`src/rtl/egg_timer_ctrl.sv`:
```
// Egg timer user controller: setpoint editing, countdown start
// handshake, live/setpoint display and a timed silenceable alarm.
module egg_timer_ctrl #(
  parameter int STEP_SEC     = 30,
  parameter int MAX_SEC      = 3600,
  parameter int DEFAULT_SEC  = 180,
  parameter int ALARM_CYCLES = 10000,
  parameter int BEEP_HALF    = 250
) (
  input  logic        clk,
  input  logic        rst,
  input  logic        btn_up,
  input  logic        btn_down,
  input  logic        btn_go,
  input  logic        timer_done,
  input  logic [11:0] timer_count,
  output logic [11:0] load_value,
  output logic        start,
  output logic        busy,
  output logic        alarm,
  output logic        beep,
  output logic [11:0] display_sec
);

  localparam int AW = $clog2(ALARM_CYCLES + 1);
  localparam int BW = $clog2(BEEP_HALF + 1);
  localparam logic [12:0] STEP13 = 13'(STEP_SEC);
  localparam logic [12:0] MAX13  = 13'(MAX_SEC);
  localparam logic [AW-1:0] ALM_LAST = AW'(ALARM_CYCLES - 1);
  localparam logic [BW-1:0] BH_LAST  = BW'(BEEP_HALF - 1);

  typedef enum logic [1:0] {
    S_SET, S_ARM, S_RUN, S_ALARM
  } state_t;

  state_t        r_state, w_next;
  logic [11:0]   r_sp, w_sp_next;
  logic [12:0]   w_sum, w_dif;
  logic [11:0]   w_up, w_dn;
  logic          w_any_btn;
  logic [AW-1:0] r_acnt;
  logic [BW-1:0] r_bcnt;
  logic          r_start, r_busy, r_alarm, r_beep;

  assign w_sum     = {1'b0, r_sp} + STEP13;
  assign w_dif     = {1'b0, r_sp} - STEP13;
  assign w_up      = (w_sum > MAX13) ? MAX13[11:0] : w_sum[11:0];
  assign w_dn      = ({1'b0, r_sp} < STEP13) ? 12'd0 : w_dif[11:0];
  assign w_any_btn = btn_up | btn_down | btn_go;

  always_comb begin
    w_next    = r_state;
    w_sp_next = r_sp;
    unique case (r_state)
      S_SET: begin
        // go outranks up/down; zero setpoint cannot start
        if (btn_go) begin
          if (r_sp != 12'd0) w_next = S_ARM;
        end else if (btn_up && !btn_down) begin
          w_sp_next = w_up;
        end else if (btn_down && !btn_up) begin
          w_sp_next = w_dn;
        end
      end
      S_ARM: w_next = S_RUN;
      S_RUN: if (timer_done) w_next = S_ALARM;
      S_ALARM: begin
        if (w_any_btn) w_next = S_SET;
        else if (r_acnt == ALM_LAST) w_next = S_SET;
      end
      default: w_next = S_SET;
    endcase
  end

  always_ff @(posedge clk or posedge rst) begin
    if (rst) begin
      r_state <= S_SET;
      r_sp    <= 12'(DEFAULT_SEC);
      r_start <= 1'b0;
      r_busy  <= 1'b0;
      r_alarm <= 1'b0;
    end else begin
      r_state <= w_next;
      r_sp    <= w_sp_next;
      r_start <= (w_next == S_ARM);
      r_busy  <= (w_next == S_ARM) || (w_next == S_RUN);
      r_alarm <= (w_next == S_ALARM);
    end
  end

  // alarm duration and beep phase, both restart on ALARM entry
  always_ff @(posedge clk or posedge rst) begin
    if (rst) begin
      r_acnt <= '0;
      r_bcnt <= '0;
      r_beep <= 1'b0;
    end else if (r_state != S_ALARM) begin
      r_acnt <= '0;
      r_bcnt <= '0;
      r_beep <= (w_next == S_ALARM);
    end else if (w_next == S_ALARM) begin
      r_acnt <= r_acnt + AW'(1);
      if (r_bcnt == BH_LAST) begin
        r_bcnt <= '0;
        r_beep <= ~r_beep;
      end else begin
        r_bcnt <= r_bcnt + BW'(1);
      end
    end else begin
      r_acnt <= '0;
      r_bcnt <= '0;
      r_beep <= 1'b0;
    end
  end

  assign start       = r_start;
  assign busy        = r_busy;
  assign alarm       = r_alarm;
  assign beep        = r_beep;
  assign load_value  = r_sp;
  assign display_sec = (r_state == S_RUN) ? timer_count : r_sp;

endmodule

```
`config.mk`:
```
export PLATFORM = sky130hd
export DESIGN_NAME = egg_timer_ctrl
export DESIGN_NICKNAME = d
export VERILOG_FILES = /design/src/rtl/egg_timer_ctrl.sv
export SDC_FILE = /design/constraint.sdc
export NUM_CORES = 1
export LEC_CHECK = 0
export CAP_MARGIN = 20
export CORE_MARGIN = 3
export CORE_UTILIZATION = 40
export DETAILED_ROUTE_END_ITERATION = 12
export PLACE_DENSITY_LB_ADDON = 0.08
export REMOVE_ABC_BUFFERS = 1
export SYNTH_ARGS = -nofsm -noshare
export SYNTH_HDL_FRONTEND = slang
export SYNTH_SLANG_ARGS = --single-unit
export TNS_END_PERCENT = 20
```
`constraint.sdc`:
```
create_clock -name clk -period 4.4 [get_ports clk]
set_input_delay 0.66 -clock clk [delete_from_list [all_inputs] [get_ports clk]]
set_output_delay 0.66 -clock clk [all_outputs]
set_load 0.05 [all_outputs]
```
Yosys cells after proc, flatten, opt, wreduce, memory -nomap -nowiden

Index checks and enable logic that the tools add are counted.
W data, S select, Z words.

ROM bits: 0
Flip-flop bits (word level): 40
Bits in latches: 0
Input port bits: 18
Output and inout bits: 28
Logic and storage cells: 56
Memories kept: 0
RAM bits: 0

Multipliers: 0
Div/mod/pow operators: 0
Equality and inequality tests: 10
Muxes and demuxes: 19
Shift-type cells: 0
Bitwise operators: 4
$lt $le $gt $ge: 2
Reductions and logical operators: 9
Add/sub/neg operators: 4

Operators with widths:

| kind                    | count |
|---|---|
| $mux W12                | 5 |
| $mux W14                | 2 |
| $mux W8                 | 3 |
| $add A14 B1 Y14 const B | 1 |
| $eq A14 B14 Y1 const B  | 1 |
| $add A12 B5 Y13 const B | 1 |
| $gt A13 B12 Y1 const B  | 1 |
| $lt A12 B5 Y1 const B   | 1 |
| $reduce_bool A12 Y1     | 1 |
| $sub A12 B5 Y12 const B | 1 |
| $mux W2                 | 5 |
| $add A8 B1 Y8 const B   | 1 |
| $eq A2 B2 Y1 const B    | 4 |
| $eq A8 B8 Y1 const B    | 1 |
| $pmux W2 S4             | 1 |
| $eq A2 B1 Y1 const B    | 2 |
| $mux W1                 | 3 |
| $ne A3 B1 Y1 const B    | 1 |
| $reduce_and A3 Y1       | 1 |
| $logic_and A1 B1 Y1     | 2 |
| $logic_not A1 Y1        | 2 |
| $logic_not A2 Y1        | 1 |
| $ne A2 B2 Y1 const B    | 1 |
| $not A1 Y1              | 2 |
| 3 further kinds         | 4 |

Depth between registers and ports, before layout

Gate-level depths: netlist of the first run.

Word-level depth: 7
Mapped depth: 14
Mapped depth without buffers: 11

Worst setup path before layout of the first run

OpenSTA, ideal clock, no wires.

Path kind: register -> register
Start: register r_sp[8] (netlist: load_value[8])
End: register r_beep (netlist: beep)
Period minus slack after synthesis: 3278 ps
Arrival time: 3195 ps
Cell stages (with the launch flop): 15
Buffers on the path: 3
Data required time: 4317 ps
Setup slack: 1122 ps
Library setup time: 83 ps
Cell sequence: dfrtp_1 -> clkbuf_8 -> or4_4 -> or4_1 -> buf_2 -> o21ai_0 -> nor2_1 -> a211oi_1 -> a21oi_1 -> ha_1 -> nand3_1 -> or2_2 -> clkbuf_1 -> nand3_1 -> o21ai_0

Cells in the longest elaborated chain, start to end: 7
Elaborated cells on any way between the ends: 8
Those cells by class: eq/ne (2); mux (5); reduce/logical (1)

Ends and longest elaborated chain:

| what                     | line     | source |
|---|---|---|
| start: declaration       | 37       | `logic [11:0] r_sp, w_sp_next;` |
| start signal: assignment | 78       | `r_sp <= 12'(DEFAULT_SEC);` |
| start signal: assignment | 84       | `r_sp <= w_sp_next;` |
| $reduce_bool A12 Y1 (*)  | 58       | `if (r_sp != 12'd0) w_next = S_ARM;` |
| $mux W2 (*)              | 58       |  |
| $mux W2 (*)              | 57       | `if (btn_go) begin` |
| $pmux W2 S4 (*)          | 54       | `unique case (r_state)` |
| named net w_next[0]      | 36       | `state_t r_state, w_next;` |
| $eq A2 B2 Y1 (*)         | 100, 101 |  |
| $mux W1                  | 101      | `end else if (w_next == S_ALARM) begin` |
| $mux W1                  | 97       | `end else if (r_state != S_ALARM) begin` |
| end signal: assignment   | 100      | `r_beep <= (w_next == S_ALARM);` |
| end signal: assignment   | 105      | `r_beep <= ~r_beep;` |
| end: declaration         | 43       | `logic r_start, r_busy, r_alarm, r_beep;` |

The timed path passes the listed nets; every way through them passes the cells marked *.
A chain may end at the register's enable or synchronous reset.

Final worst setup path of the first run

Start: register r_sp[6] (netlist: load_value[6])
End: register r_beep (netlist: beep)

Same word-level chain as after synthesis.

==> out/metrics.csv, run 1 <==
metric;value;unit
status;finished, final reports clean;
dp_cells;401;
met3_usage;0.03879;
start_util;0.4273;
synth_edf_count;0;
reg2reg_from;load_value[6]$_DFFE_PP0P_;
p_int;1.099;mW
postCtsSetupBuffers;0;
use_met1;0.2297;
die_y;86.93;µm
crit_type;register to register;
arrival;3.76;ns
hold_viol;0;
p_per_area;703.5;nW/µm²
cp-end-kind;register;
worstHoldPathType;register to register;
swShare;0.5069;
avgSynthCellArea;8.733;µm²
setup_viol;0;
final_cells;409;
max-slew-margin-rel;0.5842;
postCtsResizedCells;0;
async_flop_share;1.000;
dieWidth;86.93;µm
hp-start;r_bcnt[0]$_DFF_PP0_;
grt_pass1_vias;2231;
syn_area;2620;µm²
rr_endpoint;beep$_DFFE_PP0P_;
switching_power;1.130;mW
numPortBuffers;44;
grt_overflow;0;
met2_usage;0.2816;
slew_viol_final;0;
fin_crit;3.537;ns
final_cell_mix;clkdlybuf4s50_1, nor2_1, dfrtp_1;
drt_pass1_iterations;4;
busiest_layer;met2;
nets;360;
max_cap_violations;0;
wl_per_cell;14.98;µm
synth_cell_types;60;
grtUsageTotal;0.1758;
cp.required;4.62;ns
grt_start_max_net_pins;36;
grt_first_pass_wirelength;10.53;mm
area_growth;20.96;%
seqPwrFrac;0.288;
cts_buffer_depth;2;
drive_above_1_share;0.1317;
ir_worst_vdd;0.0004339;V
placementRows;28;
dp_hpwl;4.405;mm
min_to;r_bcnt[0]$_DFF_PP0_;
cts.sinks;39;
leakage;1.248;nW
diodes;0;
ioPinCount;46;
period_share;0.8038;
rrSetupSlack;0.86;ns
cts_tree;done;
htreeDepth;2;
clk_latency;0.29;ns
ys_ff_latch;39;
skew;0.002106;ns
tns;0;ns
cp-start-kind;register;
drt_wl_total;6.128;mm
fmax;282.8;MHz
clk_pin_slew;0.07;ns
comb_power_share;0.572;
drtIter0Drc;77;
worstMarginPinSlew;0.6210;ns
path_max_fanout;15;
postSynthCellCount;300;
grt_setup_unrepaired;false;
final_common_cell;clkdlybuf4s50_1;
dr_total_vias;2237;
p_clk_frac;0.140;
ys_seq_area_frac;0.3744;
yosys_warnings;0;
drcViolationCount;0;
hold_path_depth;1;
gp_congestion;0.8664;
antenna_found_initial;0;
cts_made_buffers;5;
root_buffer;clkbuf_8;
antenna_left;0;
core;6131;µm²
ctsHoldBuffers;0;
reg2regPathDepth;11;
dieArea;7557;µm²
vias_per_cell;5.469;
synth_flop_cell;dfrtp_1;
==> power by group through the flow <==
| stage | clock network (mW) | logic (mW) | registers (mW) |
|---|---|---|---|
| 2_1_floorplan | 0 | 0.697 | 0.808 |
| 3_3_place_gp | 0 | 1.28 | 0.646 |
| 3_5_place_dp | 0 | 1.28 | 0.646 |
| 4_1_cts | 0.318 | 1.29 | 0.642 |
| 5_1_grt | 0.334 | 1.37 | 0.669 |
| 6_report | 0.312 | 1.28 | 0.642 |
==> routing by layer <==
metal,part of all wire,vias up
met5,0,-
met4,0.020,0
met3,0.051,10
met2,0.45,58
met1,0.47,1042
li1,-,1127
==> cells in the mapped netlist (2+ instances only) <==
cell type | number | share of area
nor2b_1 | 2 | 0.0048
o211ai_1 | 2 | 0.0057
nand3_1 | 22 | 0.042
o21ai_0 | 19 | 0.036
a22o_1 | 2 | 0.0067
xnor2_1 | 6 | 0.020
nor2_1 | 37 | 0.053
a21oi_2 | 2 | 0.0067
ha_1 | 9 | 0.043
and3_1 | 4 | 0.0095
xor2_1 | 11 | 0.037
nand2_1 | 16 | 0.023
a21oi_1 | 17 | 0.032
or3_1 | 4 | 0.0095
clkbuf_1 | 11 | 0.016
inv_1 | 15 | 0.021
a211oi_1 | 2 | 0.0057
buf_6 | 2 | 0.0086
clkbuf_8 | 3 | 0.016
a221oi_2 | 2 | 0.011
or2_2 | 2 | 0.0048
a22oi_1 | 2 | 0.0057
or4_1 | 3 | 0.0086
dfstp_2 | 4 | 0.040
dfrtp_1 | 35 | 0.33
nand4_1 | 7 | 0.017
mux2_2 | 10 | 0.043
buf_2 | 3 | 0.0057
nor3_1 | 9 | 0.017
or4_4 | 2 | 0.0086
nor4_1 | 4 | 0.0095
nor4b_1 | 2 | 0.0067
o21a_1 | 2 | 0.0057
==> how the worst max path moves through the flow <==
stage                                         start                to  depth (start not counted)
final                     load_value[6]$_DFFE_PP0P_  beep$_DFFE_PP0P_                         11
after CTS                 load_value[6]$_DFFE_PP0P_  beep$_DFFE_PP0P_                         11
after detailed placement  load_value[6]$_DFFE_PP0P_  beep$_DFFE_PP0P_                         11
after global routing      load_value[6]$_DFFE_PP0P_  beep$_DFFE_PP0P_                         11
after floorplan           load_value[6]$_DFFE_PP0P_  beep$_DFFE_PP0P_                         11
after global placement    load_value[6]$_DFFE_PP0P_  beep$_DFFE_PP0P_                         11
==> cells by family after synthesis <==
family	Yosys count	share of synthesized area
and+or+nand+nor	124	0.2464
DFF	39	0.3744
AOI/OAI and AO/OA	64	0.1633
buffers and inverters	36	0.07163
muxes	10	0.04298
xor gates and xnor gates	17	0.05683
adders and majority gates	9	0.04298
other	1	0.001431
==> worst max-delay path, stage by stage (launching register included) <==
cell      delay (ns)
dfrtp_1         0.52
or4_4           0.60
or4_1           0.58
o21ai_0         0.21
nor2_1          0.06
a211oi_1        0.21
a21oi_1         0.10
ha_1            0.26
nand3_1         0.41
or2_2           0.33
nand3_1         0.10
o21ai_0         0.08
==> per-stage QoR <==
| stage | setup slack [ns] | power, mW | hold slack (ns) | cell area [µm²] | util |
|---|---|---|---|---|---|
| 2_1_floorplan | 1.061 | 1.505 | 0.4547 | 2489 | - |
| 3_3_place_gp | 0.9568 | 1.921 | 0.4844 | 3052 | 0.4978 |
| 3_5_place_dp | 0.8469 | 1.927 | 0.4848 | 3052 | 0.4978 |
| 4_1_cts | 0.8571 | 2.249 | 0.4985 | 3169 | 0.5169 |
| 5_1_grt | 0.5396 | 2.371 | 0.5216 | 3169 | 0.5169 |
| 6_report | 0.8634 | 2.230 | 0.4926 | 3169 | 0.5169 |
==> registers in the layout (all words and copies together) (netlist names) <==
signal and flops:
r_acnt 14, load_value 11, alarm 1, r_state 2, busy 1, start 1, beep 1, r_bcnt 8
==> area by class of cell <==
type | count | area, µm²
timing repair buffer | 47 | 462.9
inverter | 15 | 56.30
sequential | 39 | 980.9
multi-input combinational | 225 | 1458
clock buffer | 6 | 82.58
clock inverter | 2 | 35.03
fill | 598 | 2962
tap | 75 | 93.84
(Power assumes the default switching activity.)
==> inputs of run 2 (changes only) <==
==> constraint.sdc (replaced) <==
create_clock -name clk -period 3.3 [get_ports clk]
set_input_delay 0.495 -clock clk [delete_from_list [all_inputs] [get_ports clk]]
set_output_delay 0.495 -clock clk [all_outputs]
set_load 0.05 [all_outputs]
==> out/metrics.csv, run 2 (synthesis gave the netlist of run 1 again) <==
metric;value;unit;change
postCtsResizedCells;0;;unchanged
worstMarginPinSlew;0.5263;ns;was 0.6210 ns
skew;0.003431;ns;was 0.002106 ns
crit_type;register to register;;unchanged
dr_total_vias;2319;;was 2237
grt_pass1_vias;2212;;was 2231
total_power;2.990;mW;was 2.230 mW
dieWidth;86.93;µm;unchanged
max_cap_violations;0;;unchanged
cp_slowest_cell;or4_4;;unchanged
critical_path.top_delay_family;simple AND/OR/NAND/NOR gates;;unchanged
cp.required;3.51;ns;was 4.62 ns
ioPinCount;46;;unchanged
final_cell_mix;clkdlybuf4s50_1, nor2_1, dfrtp_1;;unchanged
start_util;0.4273;;unchanged
tns;0;ns;unchanged
clk_latency;0.29;ns;about the same
nets;367;;was 360
path_cells;or4_4 -> or4_1 -> o21ai_0 -> nor2_1 -> a211oi_1 -> a21oi_1 -> ha_1 -> nand3_1 -> or2_2 -> nand3_1 -> o21ai_0;;unchanged
cp-end-kind;register;;unchanged
worstHoldPathType;register to register;;unchanged
dp_hpwl;4.261;mm;was 4.405 mm
cts_buffer_depth;2;;unchanged
path_max_fanout;14;;was 15
die_y;86.93;µm;unchanged
cp-start-kind;register;;unchanged
root_buffer;clkbuf_8;;unchanged
clk_pin_slew;0.08;ns;was 0.07 ns
top_register;r_acnt;;unchanged
setup_viol;0;;unchanged
largest_register_ff_count;14;;unchanged
ctsHoldBuffers;0;;unchanged
grt_overflow;0;;unchanged
leakage;1.285;nW;was 1.248 nW
numPortBuffers;44;;unchanged
gp_congestion;0.8435;;was 0.8664
postCtsSetupBuffers;0;;unchanged
multi_input_area;1458;µm²;unchanged
core;6131;µm²;unchanged
p_per_area;930.2;nW/µm²;was 703.5 nW/µm²
hold_viol;0;;unchanged
ir_worst_vdd;0.0007056;V;was 0.0004339 V
fillers;591;;was 598
regArea;980.9;µm²;unchanged
diodes;0;;unchanged
period_share;0.8554;;was 0.8038
drcViolationCount;0;;unchanged
arrival;3.03;ns;was 3.76 ns
max-slew-margin-rel;0.6478;;was 0.5842
grt_first_pass_wirelength;10.45;mm;was 10.53 mm
cts_tree;done;;unchanged
drive_above_1_share;0.1584;;was 0.1317
grt_start_max_net_pins;40;;was 36
grt_setup_unrepaired;false;;unchanged
fin_crit;2.823;ns;was 3.537 ns
area_growth;22.68;%;was 20.96%
critical_path_buf_inv_count;0;;unchanged
antenna_left;0;;unchanged
cts.sinks;39;;unchanged
htreeDepth;2;;unchanged
placementRows;28;;unchanged
grtUsageTotal;0.1720;;was 0.1758
cts_made_buffers;5;;unchanged
fmax;354.2;MHz;was 282.8 MHz
final_common_cell;clkdlybuf4s50_1;;unchanged
status;finished, final reports clean;;unchanged
slew_viol_final;0;;unchanged
dieArea;7557;µm²;unchanged
drtIter0Drc;74;;was 77
drt_wl_total;6.112;mm;was 6.128 mm
wl_per_cell;14.69;µm;was 14.98 µm
vias_per_cell;5.575;;was 5.469
max_stage_delay;0.59;ns;was 0.60 ns
drt_pass1_iterations;4;;unchanged
antenna_found_initial;0;;unchanged
==> run 2: cell types whose count changed in the layout (fill, tap and decap cells not counted) <==
cell / previous run / this run
buf_4: 3 / 13
clkdlybuf4s50_1: 44 / 41
==> run 2: path summary, 6_finish.rpt <==
kind | endpoint | depth (start not counted) | start | slack [ns]
worst max register to register | beep$_DFFE_PP0P_ | 11 | load_value[5]$_DFFE_PP1P_ | 0.48
max in group asynchronous | load_value[2]$_DFFE_PP1P_ | 3 | rst | 2.30
worst max-delay path | beep$_DFFE_PP0P_ | 11 | load_value[5]$_DFFE_PP1P_ | 0.48
worst min register to register | r_acnt[0]$_DFF_PP0_ | 1 | r_acnt[0]$_DFF_PP0_ | 0.49
worst min-delay path | r_acnt[0]$_DFF_PP0_ | 1 | r_acnt[0]$_DFF_PP0_ | 0.49
min in group asynchronous | load_value[8]$_DFFE_PP0P_ | 3 | rst | 0.63
==> run 2: power breakdown <==
part	internal (mW)	leakage (nW)	switching (mW)
clock	0.245	0.0612	0.165
sequential	0.601	0.509	0.212
combinational	0.645	0.714	1.12
total	1.49	1.29	1.50
==> run 2: stage by stage <==
step | std cells | utilization | hold slack, ns | area [µm²] | worst slack (ns)
floorplan | 279 | - | 0.4547 | 2489 | -0.03924
global placement | 408 | 0.5051 | 0.4759 | 3097 | 0.5293
detailed placement | 408 | 0.5051 | 0.4814 | 3097 | 0.4868
CTS | 416 | 0.5243 | 0.4921 | 3214 | 0.4611
global route | 416 | 0.5243 | 0.5394 | 3214 | 0.2064
finish | 416 | 0.5243 | 0.4860 | 3214 | 0.4771
==> run 2: final cells by class <==
cell class,count,share of cell area
flip-flops and latches,39,0.3052
clock inverters,2,0.01090
clock buffers,6,0.02569
repair buffers,54,0.1580
multi-input cells,225,0.4535
inverters,15,0.01752
well taps,75,0.02919
==> run 2: layer usage <==
metal,global-route usage,routed length (µm)
met5,0,0
met4,0.05949,118
met3,0.02933,382
met2,0.2781,2820
met1,0.2320,2791
==> inputs of run 3 (changes only) <==
--- a/config.mk
+++ b/config.mk
@@ -9,7 +9,7 @@
 export CORE_MARGIN = 3
 export CORE_UTILIZATION = 40
 export DETAILED_ROUTE_END_ITERATION = 12
-export PLACE_DENSITY_LB_ADDON = 0.08
+export PLACE_DENSITY = 0.68
 export REMOVE_ABC_BUFFERS = 1
 export SYNTH_ARGS = -nofsm -noshare
 export SYNTH_HDL_FRONTEND = slang
==> out/metrics.csv, run 3 (synthesis gave the netlist of run 1 again) <==
metric;value;unit;change
drt_wl_total;6.139;mm;was 6.112 mm
grtUsageTotal;0.1762;;was 0.1720
dieWidth;86.93;µm;unchanged
setup_viol;0;;unchanged
crit_type;register to output pin;;was register to register
final_cell_mix;clkdlybuf4s50_1, nor2_1, dfrtp_1;;unchanged
antenna_found_initial;0;;unchanged
start_util;0.4273;;unchanged
fillers;563;;was 591
nets;367;;unchanged
final_util;0.5214;;was 0.5243
max-slew-margin-rel;0.6599;;was 0.6478
placementRows;28;;unchanged
p_per_area;921.3;nW/µm²;was 930.2 nW/µm²
final_common_cell;clkdlybuf4s50_1;;unchanged
fmax;333.0;MHz;was 354.2 MHz
dp_cells;408;;unchanged
hold_path_depth;1;;unchanged
root_buffer;clkbuf_8;;unchanged
numPortBuffers;44;;unchanged
core;6131;µm²;unchanged
cp.required;2.80;ns;was 3.51 ns
hp-start;r_acnt[0]$_DFF_PP0_;;unchanged
reg2reg_from;load_value[5]$_DFFE_PP1P_;;unchanged
largest_register_ff_count;14;;unchanged
cts.sinks;39;;unchanged
grt_first_pass_wirelength;10.67;mm;was 10.45 mm
vias_per_cell;5.606;;was 5.575
ir_worst_vdd;0.0006406;V;was 0.0007056 V
rrSetupSlack;0.47;ns;was 0.48 ns
dr_total_vias;2332;;was 2319
slew_viol_final;0;;unchanged
leakage;1.275;nW;was 1.285 nW
htreeDepth;2;;unchanged
antenna_left;0;;unchanged
cts_tree;done;;unchanged
worstHoldPathType;register to register;;unchanged
drtIter0Drc;91;;was 74
postCtsSetupBuffers;0;;unchanged
arrival;2.51;ns;was 3.03 ns
grt_setup_unrepaired;false;;unchanged
cp-start-kind;register;;unchanged
min_to;r_acnt[0]$_DFF_PP0_;;unchanged
gp_congestion;0.8619;;was 0.8435
grt_start_max_net_pins;40;;unchanged
rr_endpoint;beep$_DFFE_PP0P_;;unchanged
cts_buffer_depth;2;;unchanged
grt_overflow;0;;unchanged
max_cap_violations;0;;unchanged
clk_latency;0.30;ns;was 0.29 ns
design_area;3197;µm²;was 3214 µm²
fin_crit;3.003;ns;was 2.823 ns
crit_start;r_state[1]$_DFF_PP0_;;was load_value[5]$_DFFE_PP1P_
cts_made_buffers;5;;unchanged
die_y;86.93;µm;unchanged
hold_viol;0;;unchanged
status;finished, final reports clean;;unchanged
period_share;0.9099;;was 0.8554
reg2regPathDepth;11;;unchanged
tns;0;ns;unchanged
path_max_fanout;11;;was 14
dieArea;7557;µm²;unchanged
diodes;0;;unchanged
clk_pin_slew;0.08;ns;about the same
area_growth;22.02;%;was 22.68%
skew;0.005183;ns;was 0.003431 ns
drt_pass1_iterations;4;;unchanged
top_register;r_acnt;;unchanged
worst_slack;0.2973;ns;was 0.4771 ns
cp-end-kind;output pin;;was register
worstMarginPinSlew;0.5086;ns;was 0.5263 ns
ctsHoldBuffers;0;;unchanged
wl_per_cell;14.76;µm;was 14.69 µm
ioPinCount;46;;unchanged
drive_above_1_share;0.1554;;was 0.1584
hold_ws;0.4834;ns;was 0.4860 ns
total_power;2.945;mW;was 2.990 mW
final_cells;416;;unchanged
grt_pass1_vias;2328;;was 2212
postCtsResizedCells;0;;unchanged
dp_hpwl;4.356;mm;was 4.261 mm
place_area;3097;µm²;unchanged
drcViolationCount;0;;unchanged
pre_cts_slack;0.4829;ns;was 0.4868 ns
==> run 3: changes by cell type in the layout (fill, tap and decap cells not counted) <==
| cell | before | now |
|---|---|---|
| bufinv_16 | 1 | 0 |
| clkbuf_1 | 0 | 1 |
| clkbuf_8 | 6 | 7 |
| clkinv_2 | 1 | 0 |
==> run 3: how the worst max path moves through the flow <==
stage	end	slack [ns]	depth (start not counted)
finish	display_sec[3]	0.30	4
global route	display_sec[3]	0.17	4
CTS	display_sec[6]	0.25	4
detailed placement	beep$_DFFE_PP0P_	0.48	11
global placement	beep$_DFFE_PP0P_	0.55	11
floorplan	beep$_DFFE_PP0P_	-0.04	11
==> run 3: power by group <==
| part | switching (mW) | internal [mW] | leakage, nW |
|---|---|---|---|
| Sequential | 0.207 | 0.601 | 0.509 |
| Combinational | 1.13 | 0.646 | 0.714 |
| Clock | 0.171 | 0.191 | 0.0515 |
==> run 3: cell type report <==
class	instances	area, µm²	area share
tap	75	93.84	0.02935
inverter	15	56.30	0.01761
timing repair buffer	54	508.0	0.1589
sequential	39	980.9	0.3068
clock buffer	8	100.1	0.03131
multi-input combinational	225	1458	0.4560
==> run 3: metal layers <==
| layer | share of wire | vias up | track usage | wire [µm] |
|---|---|---|---|---|
| li1 | - | 1143 | - | - |
| met1 | 0.45 | 1106 | 0.2142 | 2745 |
| met2 | 0.47 | 70 | 0.2974 | 2905 |
| met3 | 0.058 | 13 | 0.03974 | 357 |
| met4 | 0.021 | 0 | 0.07649 | 129 |
| met5 | 0 | - | 0 | 0 |
==> run 3: worst max-delay path: stages (launching register included) <==
cell	delay, ns
dfrtp_1	0.51
nor2b_1	0.38
buf_4	0.26
mux2_2	0.35
clkdlybuf4s50_1	0.70
